<file path="config.mk">
export PLATFORM = sky130hd
export DESIGN_NAME = mult_seq_controller
export DESIGN_NICKNAME = d
export VERILOG_FILES = /design/src/rtl/mult_seq_pkg.sv /design/src/rtl/bcd_add3.sv /design/src/rtl/mult_seq_controller.sv
export SDC_FILE = /design/constraint.sdc
export NUM_CORES = 1
export LEC_CHECK = 0
export CAP_MARGIN = 20
export CORE_ASPECT_RATIO = 0.6
export CORE_UTILIZATION = 50
export DETAILED_ROUTE_END_ITERATION = 8
export PLACE_DENSITY_LB_ADDON = 0.12
export SLEW_MARGIN = 20
export SYNTH_ARGS = -nofsm -noshare
export SYNTH_HDL_FRONTEND = slang
export SYNTH_HIERARCHICAL = 1
export SYNTH_SLANG_ARGS = --single-unit
</file>
<file path="constraint.sdc">
create_clock -name clk -period 3.2 [get_ports clk]
set_clock_uncertainty 0.05 [all_clocks]
set_input_delay 0.64 -clock clk [delete_from_list [all_inputs] [get_ports clk]]
set_output_delay 0.64 -clock clk [all_outputs]
set_load 0.02 [all_outputs]
</file>
<file path="src/rtl/mult_seq_pkg.sv">
// Shared widths, cycle counts and state encoding for the sequential multiplier.
package mult_seq_pkg;

  localparam int unsigned A_W      = 4;
  localparam int unsigned B_W      = 3;
  localparam int unsigned P_W      = 8;
  localparam int unsigned MULT_CYC = 3;
  localparam int unsigned BCD_CYC  = 8;
  localparam int unsigned DIG_W    = 4;
  localparam int unsigned SR_W     = P_W + 3 * DIG_W;
  localparam int unsigned CNT_W    = 3;

  typedef enum logic [1:0] {
    ST_IDLE = 2'd0,
    ST_MULT = 2'd1,
    ST_BCD  = 2'd2,
    ST_DONE = 2'd3
  } state_e;

endpackage : mult_seq_pkg

</file>
<file path="src/rtl/bcd_add3.sv">
// Double-dabble digit correction: add 3 to a BCD digit of 5 or more.
module bcd_add3
  import mult_seq_pkg::*;
(
  input  logic [DIG_W-1:0] digit_i,
  output logic [DIG_W-1:0] digit_o
);

  // Correct the digit before the next left shift
  always_comb begin
    digit_o = digit_i;
    if (digit_i >= DIG_W'(5)) begin
      digit_o = digit_i + DIG_W'(3);
    end
  end

endmodule : bcd_add3

</file>
<file path="src/rtl/mult_seq_controller.sv">
// Shift-and-add 4x3 multiplier followed by an 8-cycle binary-to-BCD conversion.
module mult_seq_controller
  import mult_seq_pkg::*;
(
  input  logic             clk,
  input  logic             rst,
  input  logic             start,
  input  logic [A_W-1:0]   a,
  input  logic [B_W-1:0]   b,
  output logic             busy,
  output logic             done,
  output logic [P_W-1:0]   product,
  output logic [DIG_W-1:0] bcd_hund,
  output logic [DIG_W-1:0] bcd_tens,
  output logic [DIG_W-1:0] bcd_ones
);

  state_e            state_q, state_d;
  logic [A_W-1:0]    a_q, a_d;
  logic [B_W-1:0]    b_q, b_d;
  logic [P_W-1:0]    acc_q, acc_d;
  logic [CNT_W-1:0]  cnt_q, cnt_d;
  logic [SR_W-1:0]   sr_q, sr_d;
  logic              busy_q, busy_d;
  logic              done_q, done_d;
  logic [P_W-1:0]    product_q, product_d;
  logic [DIG_W-1:0]  hund_q, hund_d;
  logic [DIG_W-1:0]  tens_q, tens_d;
  logic [DIG_W-1:0]  ones_q, ones_d;

  logic [1:0]        mult_idx;
  logic [P_W-1:0]    acc_next;
  logic [DIG_W-1:0]  hund_adj, tens_adj, ones_adj;
  logic [SR_W-1:0]   sr_corr;
  logic [SR_W-1:0]   sr_step;

  // Digit corrections for the hundreds, tens and ones fields of the shift register
  bcd_add3 u_add3_hund (.digit_i(sr_q[SR_W-1 -: DIG_W]),         .digit_o(hund_adj));
  bcd_add3 u_add3_tens (.digit_i(sr_q[SR_W-1-DIG_W -: DIG_W]),   .digit_o(tens_adj));
  bcd_add3 u_add3_ones (.digit_i(sr_q[SR_W-1-2*DIG_W -: DIG_W]), .digit_o(ones_adj));

  // One multiply step and one double-dabble step, computed from current state
  always_comb begin
    mult_idx = cnt_q[1:0];
    acc_next = acc_q;
    if (b_q[mult_idx]) begin
      acc_next = acc_q + (P_W'(a_q) << mult_idx);
    end
    sr_corr = {hund_adj, tens_adj, ones_adj, sr_q[P_W-1:0]};
    sr_step = {sr_corr[SR_W-2:0], 1'b0};
  end

  // Next-state and registered-output logic
  always_comb begin
    state_d   = state_q;
    a_d       = a_q;
    b_d       = b_q;
    acc_d     = acc_q;
    cnt_d     = cnt_q;
    sr_d      = sr_q;
    product_d = product_q;
    hund_d    = hund_q;
    tens_d    = tens_q;
    ones_d    = ones_q;

    case (state_q)
      ST_IDLE: begin
        if (start) begin
          a_d     = a;
          b_d     = b;
          acc_d   = '0;
          cnt_d   = '0;
          state_d = ST_MULT;
        end
      end
      ST_MULT: begin
        acc_d = acc_next;
        if (cnt_q == CNT_W'(MULT_CYC - 1)) begin
          sr_d    = {(SR_W - P_W)'(0), acc_next};
          cnt_d   = '0;
          state_d = ST_BCD;
        end else begin
          cnt_d = cnt_q + CNT_W'(1);
        end
      end
      ST_BCD: begin
        sr_d = sr_step;
        if (cnt_q == CNT_W'(BCD_CYC - 1)) begin
          product_d = acc_q;
          hund_d    = sr_step[SR_W-1 -: DIG_W];
          tens_d    = sr_step[SR_W-1-DIG_W -: DIG_W];
          ones_d    = sr_step[SR_W-1-2*DIG_W -: DIG_W];
          cnt_d     = '0;
          state_d   = ST_DONE;
        end else begin
          cnt_d = cnt_q + CNT_W'(1);
        end
      end
      ST_DONE: begin
        state_d = ST_IDLE;
      end
      default: begin
        state_d = ST_IDLE;
      end
    endcase

    busy_d = (state_d == ST_MULT) || (state_d == ST_BCD);
    done_d = (state_d == ST_DONE);
  end

  // State and datapath registers
  always_ff @(posedge clk or posedge rst) begin
    if (rst) begin
      state_q   <= ST_IDLE;
      a_q       <= '0;
      b_q       <= '0;
      acc_q     <= '0;
      cnt_q     <= '0;
      sr_q      <= '0;
      busy_q    <= 1'b0;
      done_q    <= 1'b0;
      product_q <= '0;
      hund_q    <= '0;
      tens_q    <= '0;
      ones_q    <= '0;
    end else begin
      state_q   <= state_d;
      a_q       <= a_d;
      b_q       <= b_d;
      acc_q     <= acc_d;
      cnt_q     <= cnt_d;
      sr_q      <= sr_d;
      busy_q    <= busy_d;
      done_q    <= done_d;
      product_q <= product_d;
      hund_q    <= hund_d;
      tens_q    <= tens_d;
      ones_q    <= ones_d;
    end
  end

  assign busy     = busy_q;
  assign done     = done_q;
  assign product  = product_q;
  assign bcd_hund = hund_q;
  assign bcd_tens = tens_q;
  assign bcd_ones = ones_q;

endmodule : mult_seq_controller

</file>
==> results.yml, run 1 <==
global_route:
  grt_pass1_wl_um: 11900
  grt_pass1_vias: 2338
  grtUsageTotal: 0.222
  grt_start_max_net_pins: 45
  antenna_found_initial: 0
  grt_overflow: 0
timing:
  hold_viol_final: 0
  finalCritPeriodShare: 0.820
  max_freq_mhz: 381
  period_needed_ns: 2.62
  maxSlewViolCount: 0
  setup_viol: 0
  fin_tns_setup_ns: 0
  rsz0062_at_grt: "no"
  slew_headroom: 0.297
  tightest_slew_ns: 1.06
min_path:
  hp-class: "flop to flop"
clocking:
  cts_resized: 0
  postCtsSetupRepairBufs: 0
  cts_sinks: 62
  clk_pin_slew_worst_paths_ns: 0.05
  htreeDepth: 3
  cts_tree: "yes"
  numCtsBuffers: 9
  cts_buffer_depth: 2
  clk_latency_ns: 0.33
  cts_hold_buf: 0
  ctsRootBufferMaster: "clkbuf_16"
placement:
  dp_hpwl_um: 5160
  dp.cells: 435
  gp_congestion: 0.916
  port_buffers: 31
detailed_routing:
  viasPerCell: 5.65
  postRouteAntennaNets: 0
  drc: 0
  first_pass_iters: 5
  drt_iter0_markers: 102
  vias: 2547
  drt-total-wl_um: 7160
  route.detailed.wl_per_inst_um: 15.9
floorplan:
  design.die.area_mm2: 0.00728
  core_area_mm2: 0.00668
  initial_core_util: 0.519
  io_pins: 32
  dieHeight_um: 66.5
  die_x_um: 110
  rows: 23
final_layout:
  antenna_cells: 0
  drive_above_1_share: 0.165
  fin_nets: 391
  instances_no_fill: 451
  fill_cells: 549
  syn_to_final_growth_pct: 20.4
worst_setup_path:
  slowest_stage: "dfrtp_1"
  path_cells: "o21ai_0 > ha_1 > a21o_1 > a31oi_1 > and3b_1 > o31ai_1 > a221o_1"
  critPathTopFamily: "compound AO/OA/AOI/OAI gates"
  crit_buf_inv: 0
  critPathArrivalTime_ns: 2.78
  critPathMaxFanout: 16
  crit_path_max_incr_delay_ns: 0.67
  crit_path_start_kind: "flop"
  end_kind: "flop"
  crit_type: "flop to flop"
  crit_required_ns: 3.36
status:
  status: "completed"
yosys:
  synthCells: 326
  syn_area_per_cell_um2: 10.6
  yosysWarningCount: 6
  synth_nets: 358
  syn_area_mm2: 0.00347
run:
  maxCapViolations: 0
pwr:
  power_leakage_nw: 1.97
  p_per_area_mw_per_mm2: 847
  ir_drop_uv: 614
sequential cells by signal, indices dropped and copies added, names as in the netlist, 2 cells and up:
name	flops
bcd_ones	4
acc_q	8
a_q	4
product	8
state_q	2
sr_q	20
cnt_q	3
b_q	3
bcd_hund	4
bcd_tens	4
tightest hold or removal path, cell delays in order (launching register included):
cell	delay [ns]
dfrtp_1	0.33
nand2_1	0.06
o21ai_2	0.05
power breakdown:
| group | switching, mW | internal [mW] |
|---|---|---|
| Sequential | 0.170 | 0.948 |
| Combinational | 0.819 | 0.628 |
| Clock | 0.328 | 0.640 |
| Total | 1.32 | 2.22 |
through the flow:
| stage | setup slack [ns] | power [mW] | cell area (µm²) | hold WS [ns] | util |
|---|---|---|---|---|---|
| final | 0.576 | 3.53 | 4180 | 0.424 | 0.625 |
| after global routing | 0.333 | 3.78 | 4180 | 0.447 | 0.625 |
| after global placement | 0.657 | 2.54 | 3870 | 0.417 | 0.580 |
| after CTS | 0.587 | 3.55 | 4180 | 0.427 | 0.625 |
| after floorplan | 0.682 | 2.23 | 3470 | 0.400 | - |
| after detailed placement | 0.598 | 2.56 | 3870 | 0.416 | 0.580 |
cells in the final DEF, fill, tap and decap left out, types with 2 or more instances in the layout:
cell / count
a21o_1: 4
a21oi_1: 9
a21oi_2: 3
a221oi_1: 2
a22o_1: 12
a311o_1: 2
a31oi_1: 3
and3_1: 3
buf_4: 5
clkbuf_16: 9
clkbuf_8: 2
clkdlybuf4s50_1: 31
clkinv_2: 3
dfrtp_1: 62
ha_1: 21
inv_1: 12
mux2_2: 29
mux2i_1: 11
nand2_1: 33
nand2b_1: 10
nand3_1: 10
nand4_1: 4
nor2_1: 13
nor2b_1: 8
nor3_1: 2
nor3b_1: 4
o21ai_0: 19
o21ai_1: 2
o221ai_1: 2
o22ai_1: 2
o2bb2ai_1: 2
o31ai_1: 3
xnor2_1: 5
layout make-up:
cell class                      count  area, µm²  share of cell area
Inverter                           13       48.8              0.0117
Clock buffer                       12        256              0.0614
Tap cell                           87        109              0.0261
Sequential cell                    62       1550               0.372
Clock inverter                      4       45.0              0.0108
Multi-Input combinational cell    236       1800               0.430
Timing Repair Buffer               37        368              0.0881
worst paths after layout:
| check | start | endpoint | slack, ns | cells after the start |
|---|---|---|---|---|
| max in group asynchronous | rst | product[4] | 1.93 | 3 |
| min in group asynchronous | rst | bcd_ones[1] | 0.59 | 2 |
| worst max-delay path | cnt_q[0] | sr_q[5] | 0.58 | 7 |
| worst min-delay path | sr_q[1] | sr_q[1] | 0.42 | 2 |
| worst min register to register | sr_q[1] | sr_q[1] | 0.42 | 2 |
| worst max register to register | cnt_q[0] | sr_q[5] | 0.58 | 7 |
metal layers:
layer	global-route usage	vias up	wire [µm]
met5	0	-	0
li1	-	1232	-
met2	0.306	76	2930
met4	0.0817	0	99
met3	0.0695	10	459
met1	0.325	1229	3670
Power figures use the tool's default switching activity.
==> inputs of run 2 (changes only) <==
clock period = 2.11 ns   (was 3.2 ns; I/O delays follow)
==> run 2 against run 1 <==
Net effect:
- critical path type unchanged
- the flow now finishes with violations (setup timing)
- power up 75%
- critical endpoint unchanged
- wire length is 12% higher
- setup slack worse by 0.78 ns
- flip-flop and latch count is the same
- fmax increased by 13%
- worst hold slack lost 0.075 ns
- sequential power rose by 50%
==> results.yml, run 2 (same netlist as run 1, synthesis figures left out) <==
status:
  status: "finished with violations"
  violations: "setup timing"
global_route:
  grt_overflow: 0
  grt_start_max_net_pins: 23
  grt_pass1_wl_um: 13100
  grt_pass1_vias: 2640
  antenna_found_initial: 0
  grtUsageTotal: 0.248
timing:
  tightest_slew_ns: 0.500
  period_needed_ns: 2.32
  max_freq_mhz: 432
  maxSlewViolCount: 0
  layout_setup_ws_ns: -0.206
  rsz0062_at_grt: "yes"
  holdWs_ns: 0.348
  setup_viol: 9
  hold_viol_final: 0
  finalCritPeriodShare: 1.10
  fin_tns_setup_ns: -1.14
  slew_headroom: 0.666
final_layout:
  final_cell_mix: "61 x dfrtp_1, 37 x buf_4, 32 x nand2_1, 31 x clkdlybuf4s50_1, 28 x mux2_2"
  fill_cells: 496
  multi_input_area_mm2: 0.00193
  fin_nets: 427
  antenna_cells: 0
  largest_register_ffs: 20
  regMostFlops: "sr_q"
  syn_to_final_growth_pct: 31.9
  final_util: 0.685
  final_common_cell: "dfrtp_1"
  drive_above_1_share: 0.294
  seq_area_mm2: 0.00155
floorplan:
  initial_core_util: 0.519
  core_area_mm2: 0.00668
  die_x_um: 110
  rows: 23
  dieHeight_um: 66.5
  io_pins: 32
  design.die.area_mm2: 0.00728
detailed_routing:
  vias: 2750
  drt_iter0_markers: 153
  route.detailed.wl_per_inst_um: 16.6
  drc: 0
  first_pass_iters: 5
  postRouteAntennaNets: 0
  drt-total-wl_um: 8030
  viasPerCell: 5.67
worst_setup_path:
  reg2regPathDepth: 9
  critPathArrivalTime_ns: 2.47
  slowest_stage: "dfrtp_1"
  rrSetupSlack_ns: -0.21
  r2r_start: "cnt_q[1]"
  end_kind: "flop"
  path_cells: "mux2_4 > nand2_2 > o21ai_2 > ha_1 > a21o_1 > a31oi_4 > and3b_1 > o31ai_1 > a221o_1"
  crit_path_end: "sr_q[5]"
  reg2reg_to: "sr_q[5]"
  crit_path_max_incr_delay_ns: 0.42
  crit_required_ns: 2.27
  startpoint: "cnt_q[1]"
  crit_type: "flop to flop"
  crit_path_start_kind: "flop"
  critPathMaxFanout: 5
run:
  maxCapViolations: 0
clocking:
  cts_hold_buf: 0
  htreeDepth: 3
  cts_tree: "yes"
  clk_latency_ns: 0.33
  clk_pin_slew_worst_paths_ns: 0.05
  numCtsBuffers: 9
  ctsRootBufferMaster: "clkbuf_16"
  cts_sinks: 62
  cts_buffer_depth: 2
pwr:
  p_per_area_mw_per_mm2: 1350
  ir_drop_uv: 824
  power_leakage_nw: 2.19
placement:
  gp_congestion: 0.903
  dp_hpwl_um: 5980
  port_buffers: 31
min_path:
  hp-class: "input pin to asynchronous set/reset pin"
==> run 2: changes by cell type in the layout (fill, tap and decap cells not counted), sizes merged <==
cell,delta
buf,+36
bufinv,-1
clkinv,-1
==> run 2: critical path: cells and delay by family, from the launching register on <==
kind / cells / cell delay (ns)
DFF: 1 / 0.42
and+or+nand+nor: 2 / 0.26
adders and majority gates: 1 / 0.30
muxes: 1 / 0.33
AOI/OAI and AO/OA: 5 / 0.84
==> run 2: through the flow <==
| stage | power, mW | area [µm²] | std cells | setup WS, ns |
|---|---|---|---|---|
| 6_report | 6.17 | 4570 | 485 | -0.206 |
| 5_1_grt | 6.54 | 4570 | 485 | -0.291 |
| 4_1_cts | 5.91 | 4490 | 485 | -0.174 |
| 3_5_place_dp | 4.48 | 4190 | 470 | -0.208 |
| 3_3_place_gp | 4.39 | 4190 | 470 | -0.133 |
| 2_1_floorplan | 3.43 | 3490 | 326 | -0.276 |
==> run 2: worst min path at each step <==
stage	from	end	slack (ns)	depth (start not counted)
after floorplan	sr_q[0]	sr_q[0]	0.40	2
after global placement	sr_q[0]	sr_q[0]	0.41	2
after detailed placement	sr_q[3]	sr_q[3]	0.42	2
after CTS	rst	bcd_ones[2]	0.35	2
after global routing	rst	bcd_ones[1]	0.41	2
final	rst	bcd_ones[1]	0.35	2
==> run 2: layer usage <==
| metal | GRT usage | vias to the layer above | routed length, µm | part of all wire |
|---|---|---|---|---|
| li1 | - | 1305 | - | - |
| met1 | 0.345 | 1341 | 3840 | 0.48 |
| met2 | 0.361 | 92 | 3470 | 0.43 |
| met3 | 0.0773 | 12 | 619 | 0.077 |
| met4 | 0.0933 | 0 | 98 | 0.012 |
| met5 | 0 | - | 0 | 0 |
==> run 2: area by class of cell <==
type	count	share of cell area
tap	87	0.0238
clock buffer	12	0.0539
clock inverter	2	0.00219
multi-input combinational	236	0.421
inverter	13	0.0107
sequential	62	0.339
timing repair buffer	73	0.149
==> run 2: timing repair <==
| item | CTS | global route |
|---|---|---|
| setup buffers | 1 | 0 |
| setup endpoints to repair | 22 | 26 |
| pin swaps | 3 | 6 |
| gates resized for setup | 10 | 22 |
==> run 2: where the power goes <==
| part | total [mW] | leakage [nW] | internal, mW | switching (mW) |
|---|---|---|---|---|
| registers | 1.68 | 0.829 | 1.44 | 0.240 |
| clock network | 1.28 | 0.128 | 0.807 | 0.473 |
| logic | 3.21 | 1.23 | 1.55 | 1.66 |
| total | 6.17 | 2.19 | 3.80 | 2.37 |
==> inputs of run 3 (changes only) <==
CORE_ASPECT_RATIO = unset   (was 0.6)
==> run 3 against run 2 <==
Net effect:
- the flow still finishes with violations (setup timing)
- clock power is 10% lower
- flip-flop and latch count did not move
- non-clock buffer count down 3
- global-route usage fell by 3.9 points
- combinational power shrank 7.8%
- worst hold slack improved by 0.052 ns
- setup slack gained 0.036 ns
- sequential power about the same
- die area down 0.15%
==> results.yml, run 3 (same netlist as run 1, synthesis figures left out) <==
global_route:
  grt_start_max_net_pins: 63
  grt_pass1_wl_um: 11800
  grt_pass1_vias: 2625
  grt_overflow: 0
  grtUsageTotal: 0.209
  antenna_found_initial: 0
worst_setup_path:
  critPathMaxFanout: 5
  crit_type: "flop to flop"
  end_kind: "flop"
  reg2regPathDepth: 9
  critPathArrivalTime_ns: 2.46
  crit_required_ns: 2.29
  crit_path_start_kind: "flop"
clocking:
  cts_buffer_depth: 2
  htreeDepth: 3
  clk_pin_slew_worst_paths_ns: 0.07
  cts_hold_buf: 0
  ctsRootBufferMaster: "clkbuf_8"
  numCtsBuffers: 9
  cts_sinks: 62
  cts_tree: "yes"
  clk_latency_ns: 0.34
floorplan:
  design.die.area_mm2: 0.00727
  core_area_mm2: 0.00653
  initial_core_util: 0.531
  die_x_um: 85.3
  io_pins: 32
  rows: 29
  dieHeight_um: 85.3
detailed_routing:
  viasPerCell: 5.62
  drt-total-wl_um: 7120
  drt_iter0_markers: 92
  drc: 0
  first_pass_iters: 4
  route.detailed.wl_per_inst_um: 15.0
  vias: 2665
  postRouteAntennaNets: 0
run:
  maxCapViolations: 0
timing:
  setup_viol: 9
  maxSlewViolCount: 0
  tightest_slew_ns: 0.446
  period_needed_ns: 2.28
  slew_headroom: 0.702
  finalCritPeriodShare: 1.08
  layout_setup_ws_ns: -0.171
  hold_viol_final: 0
  max_freq_mhz: 438
  rsz0062_at_grt: "yes"
final_layout:
  drive_above_1_share: 0.282
  largest_register_ffs: 20
  regMostFlops: "sr_q"
  final_common_cell: "dfrtp_1"
  final_cell_mix: "61 x dfrtp_1, 33 x nand2_1, 33 x buf_4, 31 x clkdlybuf4s50_1, 28 x mux2_2"
  syn_to_final_growth_pct: 28.3
  final_util: 0.681
  antenna_cells: 0
  fin_nets: 424
  fill_cells: 506
min_path:
  hp-class: "input pin to asynchronous set/reset pin"
placement:
  dp_hpwl_um: 4980
  gp_congestion: 0.930
  port_buffers: 31
pwr:
  p_per_area_mw_per_mm2: 1300
  power_leakage_nw: 2.12
  ir_drop_uv: 767
  total_power_mw: 5.77
status:
  status: "finished with violations"
  violations: "setup timing"
run 3: final timing paths:
kind	start	to	slack (ns)
worst max register to register	cnt_q[1]	sr_q[5]	-0.17
max in group asynchronous	rst	acc_q[5]	1.33
worst max-delay path	cnt_q[1]	sr_q[5]	-0.17
min in group clk	sr_q[0]	sr_q[0]	0.44
worst min register to register	sr_q[0]	sr_q[0]	0.44
worst min-delay path	rst	a_q[2]	0.40
run 3: layer usage:
metal	up-vias	GRT usage	wire length [µm]
li1	1299	-	-
met1	1306	0.264	3260
met2	48	0.356	3490
met3	12	0.0340	225
met4	0	0.0939	142
met5	-	0	0
run 3: worst max-delay path, stage by stage, from the launching register on:
cell and delay (ns):
dfrtp_1 0.44, buf_6 0.14, mux2i_2 0.23, o2bb2ai_1 0.10
ha_1 0.31, buf_4 0.14, nand4_1 0.17, a21boi_0 0.21
o31ai_1 0.10, a221o_1 0.29
run 3: stage by stage:
step / worst slack [ns] / hold slack, ns / instances / setup TNS (ns) / instance area (µm²)
CTS: -0.171 / 0.415 / 472 / -1.01 / 4390
global placement: -0.180 / 0.418 / 452 / -0.939 / 4090
detailed placement: -0.251 / 0.425 / 452 / -1.52 / 4090
finish: -0.171 / 0.401 / 474 / -1.17 / 4450
global route: -0.261 / 0.462 / 474 / -2.24 / 4450
floorplan: -0.276 / 0.400 / 326 / -1.06 / 3490
run 3: power breakdown:
| part | leakage, nW | switching, mW | internal [mW] | total, mW |
|---|---|---|---|---|
| clock network | 0.106 | 0.486 | 0.663 | 1.15 |
| logic | 1.19 | 1.50 | 1.46 | 2.96 |
| registers | 0.829 | 0.224 | 1.44 | 1.66 |
run 3: layout make-up:
cell class / instances / area (µm²) / share of cell area
multi-input cells: 236 / 1890 / 0.425
clock inverters: 6 / 86.3 / 0.0194
inverters: 13 / 48.8 / 0.0110
repair buffers: 70 / 643 / 0.145
well taps: 77 / 96.3 / 0.0217
clock buffers: 10 / 128 / 0.0287
flip-flops and latches: 62 / 1550 / 0.349
run 3: repair_timing:
item / in CTS / in global routing
endpoints found under the setup margin: 10 / 15
resized for setup: 13 / 12
pin swaps: 8 / 3
setup buffers: 4 / 2
